[config.mk]
export PLATFORM = sky130hd
export DESIGN_NAME = i2c_sensor_sampler
export DESIGN_NICKNAME = d
export VERILOG_FILES = /design/src/rtl/i2c_sensor_sampler.sv
export SDC_FILE = /design/constraint.sdc
export NUM_CORES = 1
export LEC_CHECK = 0
export CELL_PAD_IN_SITES_DETAIL_PLACEMENT = 0
export CELL_PAD_IN_SITES_GLOBAL_PLACEMENT = 1
export CORE_MARGIN = 3
export CORE_UTILIZATION = 44
export DETAILED_ROUTE_END_ITERATION = 7
export DONT_BUFFER_PORTS = 1
export GPL_TIMING_DRIVEN = 1
export PLACE_DENSITY_LB_ADDON = 0.08
export SETUP_SLACK_MARGIN = 0.3
export SLEW_MARGIN = 10
export SYNTH_ARGS = -nofsm -noshare
export SYNTH_HDL_FRONTEND = slang
export SYNTH_SLANG_ARGS = --single-unit
[constraint.sdc]
create_clock -name clk -period 2.2 [get_ports clk]
set_clock_uncertainty 0.1 [all_clocks]
set_input_delay 0.44 -clock clk [delete_from_list [all_inputs] [get_ports clk]]
set_output_delay 0.44 -clock clk [all_outputs]
set_load 0.005 [all_outputs]
[src/rtl/i2c_sensor_sampler.sv]
`default_nettype none
// ============================================================================
// Module  : i2c_sensor_sampler
// Purpose : Periodic I2C sensor sampler: optional command write, then
//           NUM_BYTES single-byte reads per sample with timeout and retry.
// Rev     : 1.0  initial release
// ============================================================================
module i2c_sensor_sampler #(
  parameter logic [6:0] SLAVE_ADDR      = 7'h40,
  parameter int         NUM_BYTES       = 2,
  parameter logic       CMD_EN          = 1'b0,
  parameter logic [7:0] CMD_BYTE        = 8'h00,
  parameter int         INTERVAL_NORMAL = 200000,
  parameter int         INTERVAL_LOW    = 400000,
  parameter int         INTERVAL_SLEEP  = 800000,
  parameter int         TIMEOUT_CYCLES  = 4096,
  parameter int         MAX_RETRIES     = 2
) (
  input  logic                   clk,
  input  logic                   rst_n,
  input  logic                   enable,
  input  logic [1:0]             power_mode,
  output logic [8*NUM_BYTES-1:0] sensor_data,
  output logic                   data_valid,
  output logic                   sensor_error,
  output logic [7:0]             error_count,
  output logic                   busy,
  output logic                   start_read,
  output logic [6:0]             slave_addr,
  output logic                   read_write_n,
  output logic [7:0]             write_data,
  input  logic [7:0]             i2c_read_data,
  input  logic                   transaction_done,
  input  logic                   ack_error
);

  localparam int DATA_W  = 8 * NUM_BYTES;
  localparam int INT_NL  = (INTERVAL_NORMAL > INTERVAL_LOW) ? INTERVAL_NORMAL : INTERVAL_LOW;
  localparam int INT_MAX = (INT_NL > INTERVAL_SLEEP) ? INT_NL : INTERVAL_SLEEP;
  localparam int CNT_W   = $clog2(INT_MAX) + 1;
  localparam int TO_W    = $clog2(TIMEOUT_CYCLES + 1);
  localparam int RT_W    = (MAX_RETRIES < 1) ? 1 : $clog2(MAX_RETRIES + 1);

  localparam logic [2:0]      LAST_IDX = 3'(NUM_BYTES - 1);
  localparam logic [TO_W-1:0] TO_LIMIT = TO_W'(TIMEOUT_CYCLES);
  localparam logic [RT_W-1:0] RT_LIMIT = RT_W'(MAX_RETRIES);

  localparam logic [1:0] PWR_NORMAL = 2'd0;
  localparam logic [1:0] PWR_LOW    = 2'd1;
  localparam logic [1:0] PWR_SLEEP  = 2'd2;

  typedef enum logic [2:0] {
    S_IDLE     = 3'd0,
    S_CMD_REQ  = 3'd1,
    S_CMD_WAIT = 3'd2,
    S_RD_REQ   = 3'd3,
    S_RD_WAIT  = 3'd4,
    S_DONE     = 3'd5
  } state_t;

  state_t              r_state;
  logic [CNT_W-1:0]    r_int_cnt;
  logic [TO_W-1:0]     r_to_cnt;
  logic [RT_W-1:0]     r_retry;
  logic [2:0]          r_idx;
  logic [DATA_W-1:0]   r_asm;
  logic [DATA_W-1:0]   r_data;
  logic                r_valid;
  logic                r_err;
  logic [7:0]          r_err_cnt;
  logic                r_start;
  logic                r_rwn;
  logic [7:0]          r_wdata;

  logic [CNT_W-1:0]    w_reload;
  logic [DATA_W-1:0]   w_asm_next;
  logic                w_fail;

  always_comb begin
    w_reload = CNT_W'(INTERVAL_NORMAL);
    case (power_mode)
      PWR_LOW:    w_reload = CNT_W'(INTERVAL_LOW);
      PWR_SLEEP:  w_reload = CNT_W'(INTERVAL_SLEEP);
      PWR_NORMAL: w_reload = CNT_W'(INTERVAL_NORMAL);
      default:    w_reload = CNT_W'(INTERVAL_NORMAL);
    endcase
  end

  // Bytes shift in from the bottom, so the first byte received ends up in the MSBs.
  assign w_asm_next = (r_asm << 8) | DATA_W'(i2c_read_data);
  assign w_fail     = ack_error || (r_to_cnt == TO_LIMIT);

  always_ff @(posedge clk or negedge rst_n) begin
    if (!rst_n) begin
      r_state   <= S_IDLE;
      r_int_cnt <= CNT_W'(INTERVAL_NORMAL);
      r_to_cnt  <= '0;
      r_retry   <= '0;
      r_idx     <= '0;
      r_asm     <= '0;
      r_data    <= '0;
      r_valid   <= 1'b0;
      r_err     <= 1'b0;
      r_err_cnt <= 8'h00;
      r_start   <= 1'b0;
      r_rwn     <= 1'b1;
      r_wdata   <= 8'h00;
    end else begin
      r_valid <= 1'b0;
      r_start <= 1'b0;
      unique case (r_state)
        S_IDLE: begin
          if (enable) begin
            if (r_int_cnt == '0) begin
              r_idx   <= '0;
              r_asm   <= '0;
              r_start <= 1'b1;
              if (CMD_EN) begin
                r_state <= S_CMD_REQ;
                r_rwn   <= 1'b0;
                r_wdata <= CMD_BYTE;
              end else begin
                r_state <= S_RD_REQ;
                r_rwn   <= 1'b1;
                r_wdata <= 8'h00;
              end
            end else begin
              r_int_cnt <= r_int_cnt - CNT_W'(1);
            end
          end
        end

        S_CMD_REQ, S_RD_REQ: begin
          r_to_cnt <= '0;
          if (!enable) begin
            r_state   <= S_IDLE;
            r_int_cnt <= w_reload;
            r_rwn     <= 1'b1;
            r_wdata   <= 8'h00;
          end else begin
            r_state <= (r_state == S_CMD_REQ) ? S_CMD_WAIT : S_RD_WAIT;
          end
        end

        S_CMD_WAIT, S_RD_WAIT: begin
          if (w_fail) begin
            if (r_err_cnt != 8'hFF) r_err_cnt <= r_err_cnt + 8'd1;
            if (enable && (r_retry < RT_LIMIT)) begin
              r_retry <= r_retry + RT_W'(1);
              r_idx   <= '0;
              r_asm   <= '0;
              r_start <= 1'b1;
              if (CMD_EN) begin
                r_state <= S_CMD_REQ;
                r_rwn   <= 1'b0;
                r_wdata <= CMD_BYTE;
              end else begin
                r_state <= S_RD_REQ;
                r_rwn   <= 1'b1;
                r_wdata <= 8'h00;
              end
            end else begin
              // An abort via enable leaves the sticky error flag untouched.
              if (enable) r_err <= 1'b1;
              r_retry   <= '0;
              r_state   <= S_IDLE;
              r_int_cnt <= w_reload;
              r_rwn     <= 1'b1;
              r_wdata   <= 8'h00;
            end
          end else if (transaction_done) begin
            if (r_state == S_RD_WAIT) begin
              r_asm <= w_asm_next;
              r_idx <= r_idx + 3'd1;
            end
            if (!enable) begin
              r_state   <= S_IDLE;
              r_int_cnt <= w_reload;
              r_rwn     <= 1'b1;
              r_wdata   <= 8'h00;
            end else if ((r_state == S_RD_WAIT) && (r_idx == LAST_IDX)) begin
              r_state <= S_DONE;
              r_data  <= w_asm_next;
              r_valid <= 1'b1;
              r_err   <= 1'b0;
              r_retry <= '0;
            end else begin
              r_state <= S_RD_REQ;
              r_start <= 1'b1;
              r_rwn   <= 1'b1;
              r_wdata <= 8'h00;
            end
          end else begin
            r_to_cnt <= r_to_cnt + TO_W'(1);
          end
        end

        S_DONE: begin
          r_state   <= S_IDLE;
          r_int_cnt <= w_reload;
        end

        default: begin
          r_state   <= S_IDLE;
          r_int_cnt <= w_reload;
        end
      endcase
    end
  end

  assign sensor_data  = r_data;
  assign data_valid   = r_valid;
  assign sensor_error = r_err;
  assign error_count  = r_err_cnt;
  assign busy         = (r_state != S_IDLE);
  assign start_read   = r_start;
  assign slave_addr   = SLAVE_ADDR;
  assign read_write_n = r_rwn;
  assign write_data   = r_wdata;

endmodule
`default_nettype wire

==> results, run 1 <==
- Traced cell by cell, the critical path runs through inv_1, ha_1, nor4b_4, a31oi_4, and2_4, and3_4, clkbuf_16, mux2_4.
- The flip-flop and latch count after synthesis is 77.
- The cell type with the highest aggregate area in the netlist is sky130_fd_sc_hd__dfrtp_1.
- Among all cell types in the netlist, the one instantiated most often is sky130_fd_sc_hd__dfrtp_1.
- Of all nets on the critical path, the largest fanout is 8.
- The synthesized netlist occupies a cell area of 0.004452 mm².
- The cell area after placement is 0.005184 mm².
- The portion of the post-synthesis area used by sequential elements is 0.4345.
- The upper clock frequency limit is 440.2 MHz.
- Setup repair after global routing could not meet its margin everywhere.
- On the critical path, the stage with the largest delay is an instance of sky130_fd_sc_hd__a31oi_4.
- The detail route stage leaves a number of antenna-violating nets equal to 0.
- The core region is 0.009819 mm².
- The run finished, with violations left.
- The maximum number of buffers from clock root to sink is 2.
- The worst hold path belongs to the class in2async.
- The detailed-router iteration count before antenna repair is 5.
- The signal arrival time at the worst endpoint is 2.44 ns.
- Yosys printed 0 warnings.
- The cell count after synthesis came out at 482.
- The final count of hold timing violations is 77.
- Row generation in the floorplan step produced 36 rows.
- The wire length of the first global-routing pass is 20.59 mm.
- The number of H-tree branching levels is 3.
- Yosys mapped a number of flops with a built-in enable equal to 0.
- After synthesis, the cell types taking the most area are sky130_fd_sc_hd__dfrtp_1, sky130_fd_sc_hd__o21ai_0, sky130_fd_sc_hd__nand2_1, sky130_fd_sc_hd__dfstp_2, sky130_fd_sc_hd__nor2_1.
- Entering global routing, the biggest net connects 78 pins.
- After layout, the minimum clock period comes to 2.272 ns.
- For this run, design rule violations remaining after detail routing come to 0.
- Across the run, the number of max-cap violations was 0.
- In this design, the stage delay of the slowest critical-path cell is 0.39 ns.
- The ratio of total power to cell area is roughly 1200 mW/mm².
- The number of failing setup endpoints in the final timing report is 28.
- The horizontal extent of the die is approximately 110 µm.
- The type of element capturing the critical path is a flop.
- The half-perimeter wire length after placement is 8.131 mm.
- The highest ir drop seen on vdd is 0.0005598 V.
- Summing all non-filler instances in the final layout gives an area of 0.006311 mm².
- The fraction of layout cells with a size suffix above 1 is 0.4074.
- The tree built by TritonCTS fans out to 77 sinks.
- The wire length per cell after detailed routing is 17.60 µm.
- The initial cell density of the core is 0.4534.
- Using the TritonRoute via totals, the vias-per-cell ratio works out to approximately 5.6.
- The number of different library cells in the post-synthesis netlist is between 60 and 70.
- Of the post-synthesis cell area, the dominant cell type holds 0.3991.
- The checks that failed: hold timing, setup timing.
- The leakage component of the power is 2.893 nW.
- The first routing iteration left 250 violations.
- The max-slew violation count is 0.
- TritonCTS built the clock tree.
- The number of nets at the end of the flow is 613.
- The floorplan die height is 106.6 µm.
- Setup slack on the critical path of the routed design comes to -0.07161 ns.
- The post-synthesis async set-or-reset flop share is 1.000.
- Hold timing on the final database bottoms out at a slack of -0.3517 ns.
- The number of antenna diodes in the final layout is 0.
- The overall routed net length is 12.80 mm.
- The average instance area after synthesis is just over 9 µm².
- The overflow left after global routing is 0.
- Clock-pin slew was measured on the worst setup and hold paths at 0.09 ns.
- The number of buffers created by CTS is 9.
- The number of global-route vias before repair was around 3900.
- The top-level port count is 59.
- The global placement routability congestion is 0.8275.
- The area growth from synthesis to layout is 41.76%.
- For the worst setup path, the data required time is 2.37 ns.
- The floorplan step defined a die boundary enclosing 0.01136 mm².
- For the worst-skew pair, the clock arrives at the later sink with an insertion delay of 0.37 ns.
- Among all flip-flop cells after synthesis, the most frequent one is sky130_fd_sc_hd__dfrtp_1.
- The kind of launch point of the worst setup path is a flop.
- The critical path is of the reg2reg type.
- The pre-CTS setup slack is -0.1563 ns.
- The clock root buffer is sky130_fd_sc_hd__clkbuf_8.
- The period utilization is 1.033.
- Detailed routing inserted a total of between 4000 and 5000 vias.
- Fill cells in the final layout number 819.
- The all-layer global routing usage is 0.2262.
- The initial antenna violation count is 0.
- In this run the tool buffered the top-level ports with 0 buffer cells.
- In the synthesized netlist, the cells that appear most often are sky130_fd_sc_hd__dfrtp_1, sky130_fd_sc_hd__nand2_1, sky130_fd_sc_hd__o21ai_0.
critical path: cells and delay by family, from the launching register on:
kind	cells	cell delay (ns)
AOI/OAI and AO/OA	1	0.39
adders and majority gates	1	0.18
buffers and inverters	2	0.22
DFF	1	0.36
muxes	1	0.29
and+or+nand+nor	3	0.61
flip-flops by register name (all words and copies together), names as in the netlist:
name and flops:
data_valid 1, r_state 3, r_retry 2, error_count 8, r_to_cnt 13, start_read 1
r_int_cnt 21, sensor_data 16, r_idx 3, sensor_error 1, r_asm 8
cell families after synthesis:
family	after synthesis	synth area share
xor+xnor	21	0.04131
mux	21	0.05902
flops	77	0.4345
other cells	2	0.001687
compound gates	119	0.1712
buf+inv	54	0.06492
simple gates	178	0.1998
fa+ha+maj	10	0.02754
worst paths after layout:
kind                                    startpoint                         end  slack (ns)  cells past startpoint
setup / recovery           r_to_cnt[0]$_DFFE_PN0P_  sensor_data[8]$_DFFE_PN0P_       -0.07                      8
hold / removal                               rst_n  sensor_data[9]$_DFFE_PN0P_       -0.35                      0
setup reg to reg           r_to_cnt[0]$_DFFE_PN0P_  sensor_data[8]$_DFFE_PN0P_       -0.07                      8
hold reg to reg               r_asm[6]$_DFFE_PN0P_        r_asm[6]$_DFFE_PN0P_        0.39                      2
max in group asynchronous                    rst_n   r_int_cnt[17]$_DFFE_PN1P_        2.13                      0
min in group clk                  i2c_read_data[7]        r_asm[7]$_DFFE_PN0P_        0.09                      2
what timing repair did:
action | in CTS | in global routing
gates resized for setup | 78 | 64
pin swaps | 34 | 23
buffers inserted | 16 | 17
gates cloned | 5 | 2
endpoints found under the setup margin | 76 | 78
endpoints found under the hold margin | 77 | 77
cell usage in the layout, fill, tap and decap left out, types with 4 or more instances in the layout:
| cell type | count |
|---|---|
| sky130_fd_sc_hd__buf_4 | 88 |
| sky130_fd_sc_hd__dfrtp_1 | 69 |
| sky130_fd_sc_hd__nand2_1 | 38 |
| sky130_fd_sc_hd__nor2_1 | 38 |
| sky130_fd_sc_hd__o21ai_1 | 24 |
| sky130_fd_sc_hd__buf_6 | 20 |
| sky130_fd_sc_hd__a21oi_1 | 18 |
| sky130_fd_sc_hd__mux2_4 | 17 |
| sky130_fd_sc_hd__nor3_1 | 16 |
| sky130_fd_sc_hd__conb_1 | 16 |
| sky130_fd_sc_hd__o21ai_0 | 15 |
| sky130_fd_sc_hd__inv_1 | 14 |
| sky130_fd_sc_hd__xor2_1 | 11 |
| sky130_fd_sc_hd__nand4_1 | 9 |
| sky130_fd_sc_hd__ha_1 | 9 |
| sky130_fd_sc_hd__clkbuf_8 | 9 |
| sky130_fd_sc_hd__nand2_2 | 8 |
| sky130_fd_sc_hd__o21ai_2 | 7 |
| sky130_fd_sc_hd__nand2b_1 | 7 |
| sky130_fd_sc_hd__and3_1 | 7 |
| sky130_fd_sc_hd__xnor2_1 | 7 |
| sky130_fd_sc_hd__a21oi_2 | 6 |
| sky130_fd_sc_hd__or3_1 | 6 |
| sky130_fd_sc_hd__dfstp_2 | 6 |
| sky130_fd_sc_hd__a31oi_1 | 5 |
| sky130_fd_sc_hd__buf_12 | 5 |
| sky130_fd_sc_hd__nor2b_1 | 4 |
| sky130_fd_sc_hd__nand3_1 | 4 |
| sky130_fd_sc_hd__nand2_4 | 4 |
per-layer routing:
metal	vias to the layer above	part of all wire	routed length, µm	global-route usage
li1	1917	-	-	-
met1	2045	0.46	5850	0.3218
met2	106	0.48	6165	0.3512
met3	15	0.046	588	0.04877
met4	0	0.015	191	0.05845
met5	-	0	0	0
power by group:
group | total [mW] | switching, mW | leakage (nW) | internal, mW
Combinational | 4.29 | 2.15 | 1.78 | 2.14
Sequential | 2.08 | 0.303 | 1.02 | 1.78
Clock | 1.15 | 0.606 | 0.0944 | 0.539
Total | 7.52 | 3.06 | 2.89 | 4.45
area by class of cell:
type / count / area, µm² / area share
inverter: 16 / 62.56 / 0.009913
clock inverter: 7 / 81.33 / 0.01289
clock buffer: 9 / 123.9 / 0.01963
timing repair buffer: 120 / 1171 / 0.1856
sequential: 77 / 1937 / 0.3069
multi-input combinational: 365 / 2769 / 0.4387
tap: 133 / 166.4 / 0.02637
per-stage QoR:
stage	TNS, ns	instances	total power, mW	util
final	-1.357	727	7.516	0.6427
after global routing	-5.348	727	7.990	0.6427
after CTS	-0.05994	708	7.019	0.6018
after detailed placement	-1.285	671	5.040	0.5279
after global placement	-0.5217	671	5.007	0.5279
after floorplan	0	496	3.885	-
Note: power is estimated with default switching activity, not from simulation.
==> run 2, diff against run 1 <==
--- a/config.mk
+++ b/config.mk
@@ -5,6 +5,7 @@
 export SDC_FILE = /design/constraint.sdc
 export NUM_CORES = 1
 export LEC_CHECK = 0
+export CAP_MARGIN = 25
 export CELL_PAD_IN_SITES_DETAIL_PLACEMENT = 0
 export CELL_PAD_IN_SITES_GLOBAL_PLACEMENT = 1
 export CORE_MARGIN = 3
@@ -14,6 +15,7 @@
 export GPL_TIMING_DRIVEN = 1
 export PLACE_DENSITY_LB_ADDON = 0.08
 export SETUP_SLACK_MARGIN = 0.3
+export SKIP_CTS_REPAIR_TIMING = 1
 export SLEW_MARGIN = 10
 export SYNTH_ARGS = -nofsm -noshare
 export SYNTH_HDL_FRONTEND = slang
==> run 2 against run 1 <==
Compared with the run above:
- first-iteration DRC count decreased by 13%
- sequential power about the same
- the flow still finishes with violations (hold timing, setup timing)
- register-to-register slack got worse by 0.10 ns
- setup slack got worse by 0.10 ns
- critical path type unchanged
- wire length decreased by 3.4%
- critical endpoint is now r_int_cnt[13]$_DFFE_PN0P_
- global-route usage decreased by 1.7 points
- fmax decreased by 4.3%
==> results, run 2 (synthesis gave the netlist of run 1 again) <==
- The total power of the final layout is 7.035 mW (-6.4%).
- The overflow left after global routing came to 0 (unchanged).
- The detailed-router iteration count before antenna repair is 5 (unchanged).
- The violation count after the first detailed-routing iteration is 218 (-13%).
- The number of nets with antenna violations after routing came to 0 (unchanged).
- The maximum number of buffers from clock root to sink is 2 (unchanged).
- The required time of the critical path is 2.34 ns (-0.03 ns).
- The number of cells in the design after placement is 671 (unchanged).
- The depth of the most critical reg-to-reg path is 12 (+4).
- The core utilization of the finished layout is 0.6245 (-0.01822).
- The biggest cell delay along the critical path is 0.39 ns (about the same).
- The ratio of routed vias to standard cells came to 5.578 (-0.68%).
- The signal arrival time at the worst endpoint is 2.52 ns (+0.08 ns).
- The area of the placeable core is 0.009819 mm² (unchanged).
- The cell sitting at the root of the clock tree is a sky130_fd_sc_hd__clkbuf_8.
- The register share of total power came to 0.298 (+0.021).
- The most common cell after layout, fill and taps aside is sky130_fd_sc_hd__buf_4.
- The top cell types in the final layout, fill and taps aside, are sky130_fd_sc_hd__buf_4, sky130_fd_sc_hd__dfrtp_1, sky130_fd_sc_hd__nand2_1, sky130_fd_sc_hd__nor2_1, sky130_fd_sc_hd__o21ai_1.
- The clock tree from TritonCTS is done.
- From synthesis to final layout, the design area changed by 37.75%.
- The type of element capturing the critical path is a flop.
- The number of I/O port buffers came to 0 (unchanged).
- The final count of hold timing violations was 77 (unchanged).
- The clock latency of the later-clocked register in the worst-skew pair was 0.37 ns (about the same).
- The global placement routability congestion is 0.8275 (unchanged).
- In this run the critical register-to-register path is captured at r_int_cnt[13]$_DFFE_PN0P_.
- The startpoint identified for the worst register-to-register timing path is r_to_cnt[0]$_DFFE_PN0P_.
- The fraction of layout cells with a size suffix above 1 is 0.4103 (+0.002849).
- The number of vias after detailed routing is 4005 (-1.9%).
- The minimum hold slack is -0.3482 ns (+0.003581 ns).
- The most frequent cell on the critical path is sky130_fd_sc_hd__buf_4.
- The half-perimeter wire length after placement is 8.131 mm (unchanged).
- The upper clock frequency limit is 421.5 MHz (-4.3%).
- The all-layer global routing usage is 0.2090 (-0.01712).
- The clock net sink count is 77 (unchanged).
- The power spent charging and discharging nets is 2.914 mW (-4.8%).
- The worst-path maximum fanout is 6 (-2).
- The max-slew violation count is 0 (unchanged).
- The time the final worst path needs with I/O delays and setup is 2.372 ns (+0.1009 ns).
- The wire length of the first global-routing pass is 19.18 mm (-6.8%).
- The period utilization is 1.078 (+0.04585).
- The post-CTS clock slew at the launch and capture registers of the worst setup and hold paths is 0.09 ns (about the same).
- The number of standard-cell rows in the floorplan is 36 (unchanged).
- The signal on the critical path passes through inv_1, ha_2, nor4b_4, buf_4, a31oi_4, buf_12, buf_4, buf_6, nor2_2, a21oi_1, a2111oi_0, o31ai_1.
- The final cell count without fillers came to 718 (-1.2%).
- The switching power as a share of total power is 0.4143 (+0.006963).
- The initial antenna violation count is 0 (unchanged).
- The initial cell density of the core was 0.4534 (unchanged).
- The flip-flop count of the largest register after layout is 21 (unchanged).
- The die footprint is 0.01136 mm² (unchanged).
- The worst setup margin is -0.1725 ns (-0.1009 ns).
- The cell area after placement is 0.005184 mm² (unchanged).
- The largest register by flop count is r_int_cnt.
- The class of the tightest hold or removal check is in2async.
- The ratio of total power to cell area is 1147 mW/mm² (-3.7%).
- The cell-internal power is 4.120 mW (-7.5%).
- The fraction of power consumed by the clock network was 0.162 (+0.010).
- The number of buffers created by CTS is 9 (unchanged).
- The final reports fail on hold timing, setup timing.
- Setup repair after global routing could not meet its margin everywhere.
- The final cell area excluding filler cells is 0.006132 mm² (-2.8%).
- The DRC violation count after routing came to 0 (unchanged).
- The total inserted antenna cells is 0 (unchanged).
- The combinational cell fraction of total power is 0.540 (-0.030).
- The top-level port count is 59 (unchanged).
- The run finished, with violations left.
- STA classifies the critical path startpoint as a flop.
- The wire length per cell after detailed routing is 17.22 µm (-2.2%).
- The floorplan die height came to 106.6 µm (unchanged).
- The slowest cell on the critical path is sky130_fd_sc_hd__dfrtp_1.
- The leakage component of the power is 2.753 nW (-4.8%).
- The number of failing setup endpoints in the final timing report is 25 (-11%).
- The horizontal extent of the die is 106.6 µm (unchanged).
- The number of global-route vias before repair came to 3719 (-5.2%).
- The critical path in this run is classified as reg2reg.
- The number of nets at the end of the flow came to 604 (-1.5%).
- The highest ir drop seen on vdd is 0.0005594 V (about the same).
- The number of max-cap violations is 0 (unchanged).
- The register-to-register path setup slack is -0.17 ns (-0.10 ns).
- The number of H-tree branching levels came to 3 (unchanged).
- The pin count of the biggest net entering global routing is 78 (unchanged).
- The overall routed net length is 12.36 mm (-3.4%).
-- run 2: cell count changes in the layout (fill, tap and decap cells not counted), moves of 3 or more --
| cell | delta |
|---|---|
| sky130_fd_sc_hd__nand2_2 | +7 |
| sky130_fd_sc_hd__nand2_4 | -3 |
| sky130_fd_sc_hd__nor2_2 | +4 |
| sky130_fd_sc_hd__nand2_1 | -4 |
| sky130_fd_sc_hd__nor2_1 | -4 |
| sky130_fd_sc_hd__o21ai_0 | -3 |
| sky130_fd_sc_hd__buf_6 | -5 |
| sky130_fd_sc_hd__o21ai_2 | +4 |
-- run 2: worst max-delay path by stage --
stage | slack (ns) | from | endpoint
floorplan | 0.09 | r_to_cnt[0]$_DFFE_PN0P_ | sensor_data[10]$_DFFE_PN0P_
global placement | -0.07 | r_to_cnt[1]$_DFFE_PN0P_ | r_int_cnt[11]$_DFFE_PN1P_
detailed placement | -0.16 | r_to_cnt[1]$_DFFE_PN0P_ | r_asm[1]$_DFFE_PN0P_
CTS | -0.17 | r_to_cnt[8]$_DFFE_PN0P_ | r_asm[1]$_DFFE_PN0P_
global route | -0.26 | r_to_cnt[1]$_DFFE_PN0P_ | r_int_cnt[13]$_DFFE_PN0P_
finish | -0.17 | r_to_cnt[0]$_DFFE_PN0P_ | r_int_cnt[13]$_DFFE_PN0P_
-- run 2: metrics by stage --
stage                     TNS (ns)  worst slack [ns]  hold slack, ns
after floorplan                  0           0.09342         0.04441
after global placement     -0.5217          -0.06652         0.04605
after detailed placement    -1.285           -0.1563         0.04607
after CTS                   -1.698           -0.1704         -0.3603
after global routing        -5.605           -0.2629         -0.3734
final                       -1.403           -0.1725         -0.3482
-- run 2: layout make-up --
cell class	count	area, µm²
Clock buffer	9	123.9
Multi-Input combinational cell	365	2765
Sequential cell	77	1936
Inverter	16	62.56
Fill cell	823	3687
Clock inverter	7	81.33
Tap cell	133	166.4
Timing Repair Buffer	111	997.2
-- run 2: metal layers --
layer,global-route usage,vias up,part of all wire
li1,-,1897,-
met1,0.2919,1999,0.46
met2,0.3282,98,0.49
met3,0.04937,11,0.044
met4,0.05297,0,0.0087
met5,0,-,0
-- run 2: critical path, delay by kind of cell (launching register included) --
kind	cells	cell delay, ns
AO/OA/AOI/OAI	4	0.68
AND/OR/NAND/NOR	2	0.28
flip-flops	1	0.39
adder cells (fa/ha/maj)	1	0.16
buffers and inverters	5	0.63
-- run 2: power groups by stage --
stage	logic (mW)	clock network (mW)	registers (mW)
2_1_floorplan	1.83	0	2.05
3_5_place_dp	2.98	0	2.06
6_report	3.80	1.14	2.09
5_1_grt	4.13	1.23	2.14
3_3_place_gp	2.95	0	2.05
4_1_cts	2.99	1.17	2.04
